`config.mk`:
```
export PLATFORM = sky130hd
export DESIGN_NAME = swc_alloc_port_client
export DESIGN_NICKNAME = d
export VERILOG_FILES = /design/src/rtl/swc_alloc_port_client.sv
export SDC_FILE = /design/constraint.sdc
export NUM_CORES = 1
export LEC_CHECK = 0
export ABC_AREA = 1
export BUFFER_PORTS_ARGS = -buffer_cell sky130_fd_sc_hd__buf_2
export CAP_MARGIN = 0
export CORE_ASPECT_RATIO = 2
export CORE_MARGIN = 8
export CORE_UTILIZATION = 50
export DETAILED_ROUTE_END_ITERATION = 10
export GPL_ROUTABILITY_DRIVEN = 1
export PLACE_DENSITY = 0.83
export REMOVE_ABC_BUFFERS = 1
export SKIP_LAST_GASP = 1
export SYNTH_ARGS = -nofsm -noshare
export SYNTH_HDL_FRONTEND = slang
export SYNTH_SLANG_ARGS = --single-unit
```
`constraint.sdc`:
```
create_clock -name clk_i -period 4 [get_ports clk_i]
set_input_delay 0.6 -clock clk_i [delete_from_list [all_inputs] [get_ports clk_i]]
set_output_delay 0.6 -clock clk_i [all_outputs]
set_load 0.01 [all_outputs]
```
`src/rtl/swc_alloc_port_client.sv`:
```
// Requester-side engine for one allocator port: keeps one prefetched page ready
// and serialises buffered free / force-free / set-usecnt requests onto the port.
module swc_alloc_port_client #(
    parameter int unsigned g_page_addr_width = 10,
    parameter int unsigned g_usecnt_width    = 5,
    parameter int unsigned g_timeout_cycles  = 1023
) (
    input  logic                         clk_i,
    input  logic                         rst_i,
    output logic                         pg_valid_o,
    output logic [g_page_addr_width-1:0] pg_addr_o,
    input  logic                         pg_take_i,
    input  logic                         free_req_i,
    input  logic [g_page_addr_width-1:0] free_pgaddr_i,
    output logic                         free_busy_o,
    input  logic                         ffree_req_i,
    input  logic [g_page_addr_width-1:0] ffree_pgaddr_i,
    output logic                         ffree_busy_o,
    input  logic                         usecnt_req_i,
    input  logic [g_page_addr_width-1:0] usecnt_pgaddr_i,
    input  logic [g_usecnt_width-1:0]    usecnt_val_i,
    output logic                         usecnt_busy_o,
    output logic                         alloc_o,
    output logic                         free_o,
    output logic                         force_free_o,
    output logic                         set_usecnt_o,
    output logic [g_page_addr_width-1:0] pgaddr_free_o,
    output logic [g_page_addr_width-1:0] pgaddr_force_free_o,
    output logic [g_page_addr_width-1:0] pgaddr_usecnt_o,
    output logic [g_usecnt_width-1:0]    usecnt_o,
    input  logic                         done_i,
    input  logic [g_page_addr_width-1:0] pgaddr_alloc_i,
    input  logic                         nomem_i,
    output logic                         timeout_o
);

    localparam logic [0:0] StIdle = 1'b0;
    localparam logic [0:0] StReq  = 1'b1;

    localparam int unsigned     CntW   = $clog2(g_timeout_cycles + 1);
    localparam logic [CntW-1:0] CntMax = CntW'(g_timeout_cycles);

    logic [0:0]                   state_q;
    logic                         alloc_q, free_q, ffree_q, usecnt_q;
    logic                         pg_valid_q;
    logic [g_page_addr_width-1:0] pg_addr_q;
    logic                         free_busy_q, ffree_busy_q, usecnt_busy_q;
    logic [g_page_addr_width-1:0] free_addr_q, ffree_addr_q, usecnt_addr_q;
    logic [g_usecnt_width-1:0]    usecnt_val_q;
    logic [CntW-1:0]              cnt_q;
    logic [CntW-1:0]              cnt_inc;
    logic                         timeout_q;

    logic sel_ffree, sel_free, sel_usecnt, sel_alloc, sel_any;
    logic req_done;

    assign req_done = (state_q == StReq) && done_i;
    assign cnt_inc  = cnt_q + CntW'(1);
    assign sel_any  = sel_ffree | sel_free | sel_usecnt | sel_alloc;

    // Fixed priority: force_free > free > set_usecnt > alloc (alloc gated by nomem).
    always_comb begin
        sel_ffree  = 1'b0;
        sel_free   = 1'b0;
        sel_usecnt = 1'b0;
        sel_alloc  = 1'b0;
        if (state_q == StIdle) begin
            if (ffree_busy_q)                  sel_ffree  = 1'b1;
            else if (free_busy_q)              sel_free   = 1'b1;
            else if (usecnt_busy_q)            sel_usecnt = 1'b1;
            else if (!pg_valid_q && !nomem_i)  sel_alloc  = 1'b1;
        end
    end

    always_ff @(posedge clk_i) begin
        if (rst_i) begin
            state_q       <= StIdle;
            alloc_q       <= 1'b0;
            free_q        <= 1'b0;
            ffree_q       <= 1'b0;
            usecnt_q      <= 1'b0;
            pg_valid_q    <= 1'b0;
            pg_addr_q     <= '0;
            free_busy_q   <= 1'b0;
            ffree_busy_q  <= 1'b0;
            usecnt_busy_q <= 1'b0;
            free_addr_q   <= '0;
            ffree_addr_q  <= '0;
            usecnt_addr_q <= '0;
            usecnt_val_q  <= '0;
            cnt_q         <= '0;
            timeout_q     <= 1'b0;
        end else begin
            if (state_q == StIdle) begin
                if (sel_any) begin
                    state_q  <= StReq;
                    ffree_q  <= sel_ffree;
                    free_q   <= sel_free;
                    usecnt_q <= sel_usecnt;
                    alloc_q  <= sel_alloc;
                    cnt_q    <= '0;
                end
            end else if (done_i) begin
                state_q  <= StIdle;
                ffree_q  <= 1'b0;
                free_q   <= 1'b0;
                usecnt_q <= 1'b0;
                alloc_q  <= 1'b0;
            end else begin
                // Saturating counter; the request itself is never aborted.
                if (cnt_q != CntMax) cnt_q <= cnt_inc;
                if (cnt_inc == CntMax) timeout_q <= 1'b1;
            end

            if (ffree_busy_q) begin
                if (req_done && ffree_q) ffree_busy_q <= 1'b0;
            end else if (ffree_req_i) begin
                ffree_busy_q <= 1'b1;
                ffree_addr_q <= ffree_pgaddr_i;
            end

            if (free_busy_q) begin
                if (req_done && free_q) free_busy_q <= 1'b0;
            end else if (free_req_i) begin
                free_busy_q <= 1'b1;
                free_addr_q <= free_pgaddr_i;
            end

            if (usecnt_busy_q) begin
                if (req_done && usecnt_q) usecnt_busy_q <= 1'b0;
            end else if (usecnt_req_i) begin
                usecnt_busy_q <= 1'b1;
                usecnt_addr_q <= usecnt_pgaddr_i;
                usecnt_val_q  <= usecnt_val_i;
            end

            if (req_done && alloc_q) begin
                pg_valid_q <= 1'b1;
                pg_addr_q  <= pgaddr_alloc_i;
            end else if (pg_take_i && pg_valid_q) begin
                pg_valid_q <= 1'b0;
            end
        end
    end

    assign pg_valid_o          = pg_valid_q;
    assign pg_addr_o           = pg_addr_q;
    assign free_busy_o         = free_busy_q;
    assign ffree_busy_o        = ffree_busy_q;
    assign usecnt_busy_o       = usecnt_busy_q;
    assign alloc_o             = alloc_q;
    assign free_o              = free_q;
    assign force_free_o        = ffree_q;
    assign set_usecnt_o        = usecnt_q;
    assign pgaddr_free_o       = free_addr_q;
    assign pgaddr_force_free_o = ffree_addr_q;
    assign pgaddr_usecnt_o     = usecnt_addr_q;
    assign usecnt_o            = usecnt_val_q;
    assign timeout_o           = timeout_q;

endmodule

```
==> reports/qor.csv <==
metric;value;unit
Max IR drop VDD;0.387;mV
footprint of the multi-input gates;1130;um^2
site row count;37;
Async SR Flop Fraction;0;%
Final min period;1740;ps
Filler Cell Count;460;
setup bufs post-CTS;0;
LEAKAGE;1.61;nW
final hold vios;0;
Vias/cell;5.11;
cell family with most CP delay;flip-flops;
final slew viol count;0;
CTS tree;yes;
TNS Setup;0;ps
final instance area;3360;um^2
die height;118;um
Placer Congestion;0.821;
remaining global-route overflow;0;
H-tree depth;3;
Root Driver;clkbuf_8;
Synth Instances;355;
Yosys cell types;24;
IO buf count;106;
Area after DPL;3150;um^2
antenna violations before repair;0;
Die ar.;7890;um^2
Tightest Pin Transition;787;ps
RSZ-0062 raised after global routing;false;
largest area contributor in the netlist;dfxtp_1;
max-cap viol count;0;
CP peak stage delay;590;ps
Routed WL per cell;13.6;um
crit share post-route;43.6;%
share of the synthesized area in the top cell type;50.1;%
1st-pass router iterations;4;
Iter 0 DRT Violations;161;
Slew headroom;47.5;%
via count;2666;
hpwl dp;5290;um
vias in the first global route;2808;
Slowest cell on crit path;dfxtp_1;
ANT nets after route;0;
CP required;3400;ps
effective utilization at floorplan;51.0;%
GRT Overall Usage;19.1;%
Synth Flop Type;dfxtp_1;
Syn Area/Cell;7.31;um^2
Setup Skew;7.12;ps
first-pass GRT wire length;12000;um
Final Util;65.9;%
cts bufs inserted;9;
Worst-path clk slew;70;ps
Resize count post-CTS;0;
final antenna diode count;0;
critical-path cell list;buf_2;
WS Path Type;reg -> out;
Hold Crit Class;reg -> reg;
DRC viols;0;
worst setup margin;2260;ps
share of the yosys chip area belonging to registers;50.1;%
Peak Freq;573;MHz
outcome;complete, no violations;
share of cells above drive strength 1;28.4;%
CP Capture Type;output pin;
Worst Path Max Fanout;13;
Yosys Warn Count;0;
Worst-Skew Late Latency;340;ps
maximum number of pins on one net before global-route repair;37;
pwr/cell area;440;nW/um^2
Max Buffers Root-to-Sink;2;
Post-Route WL;7100;um
dpl cells;506;
register area;1300;um^2
Synth Register Bits;65;
chip width;66.9;um
Arr. time, crit path;1140;ps
Total Power;1.48;mW
final non-filler cell total;522;
# nets final;514;
Final setup viols;0;
synth top area cells;dfxtp_1 50%, nor2_1 12%, nand2_1 9.0%;
post-place setup slack;1980;ps
CP Buf/Inv Count;1;
mapped cell area;2590;um^2
CTS Sinks;65;
critical path launch point type;register;
core area;5090;um^2
IO Count;107;
EDFF count, synth;0;
area grow syn2layout;29.3;%
hold slack;459;ps
Hold Buf Count CTS;0;
[layout make-up]
cell class                      count  area share (%)
Multi-Input combinational cell    249            33.8
Inverter                           28            3.28
Tap cell                           58            2.16
Clock buffer                       14            5.15
Timing Repair Buffer              106            15.8
Clock inverter                      2            1.04
Sequential cell                    65            38.8
[power breakdown]
part           switching, mW  internal (mW)
Sequential            0.0266          0.686
Clock                  0.238          0.339
Combinational          0.114         0.0731
Total                  0.379           1.10
[placed cells by master (no fill, tap or decap), drive strengths merged]
| cell type | netlist | routed |
|---|---|---|
| a211oi | 1 | 1 |
| a21oi | 27 | 27 |
| a31oi | 1 | 1 |
| buf | 1 | 106 |
| bufinv | 0 | 1 |
| clkbuf | 12 | 14 |
| clkinv | 3 | 4 |
| dfxtp | 65 | 65 |
| ha | 2 | 2 |
| inv | 25 | 25 |
| nand2 | 65 | 65 |
| nand3 | 24 | 24 |
| nand3b | 1 | 1 |
| nand4 | 5 | 5 |
| nor2 | 84 | 84 |
| o21a | 1 | 1 |
| o21ai | 36 | 36 |
| or2 | 1 | 1 |
| xor2 | 1 | 1 |
[state kept, by name (all words and copies together) (netlist names)]
name and count:
timeout_o 1, usecnt_o 5, free_busy_o 1, pg_valid_o 1
state_q 1, ffree_busy_o 1, usecnt_busy_o 1, set_usecnt_o 1
pgaddr_usecnt_o 10, cnt_q 10, free_o 1, alloc_o 1
pg_addr_o 10, force_free_o 1, pgaddr_force_free_o 10, pgaddr_free_o 10
[cell usage after synthesis, drive strengths merged (2+ instances only)]
library cell,number
a21oi,27
clkbuf,12
clkinv,3
dfxtp,65
ha,2
inv,25
nand2,65
nand3,24
nand4,5
nor2,84
o21ai,36
[routing by layer]
| layer | vias to the layer above | track usage, % | part of all wire (%) |
|---|---|---|---|
| li1 | 1347 | - | - |
| met1 | 1213 | 17.9 | 35 |
| met2 | 89 | 34.0 | 56 |
| met3 | 17 | 6.29 | 6.1 |
| met4 | 0 | 10.7 | 3.0 |
| met5 | - | 0 | 0 |
[final timing paths]
check,end,slack [ps],start,depth (start not counted)
worst max-delay path,alloc_o,2260,alloc_o$_SDFFE_PP0P_,1
worst min-delay path,pg_addr_o[5]$_SDFFE_PP0P_,460,pg_addr_o[5]$_SDFFE_PP0P_,2
worst max register to register,cnt_q[0]$_SDFFE_PP0P_,2400,cnt_q[0]$_SDFFE_PP0P_,8
worst min register to register,pg_addr_o[5]$_SDFFE_PP0P_,460,pg_addr_o[5]$_SDFFE_PP0P_,2
[cells by family after synthesis]
| kind of cell | share of synthesized area, % |
|---|---|
| and+or+nand+nor | 29.0 |
| AOI/OAI and AO/OA | 13.4 |
| DFF | 50.1 |
| buffers and inverters | 6.17 |
| adders and majority gates | 0.964 |
| xor gates and xnor gates | 0.338 |
No activity file was read; power rests on OpenSTA's default activity.
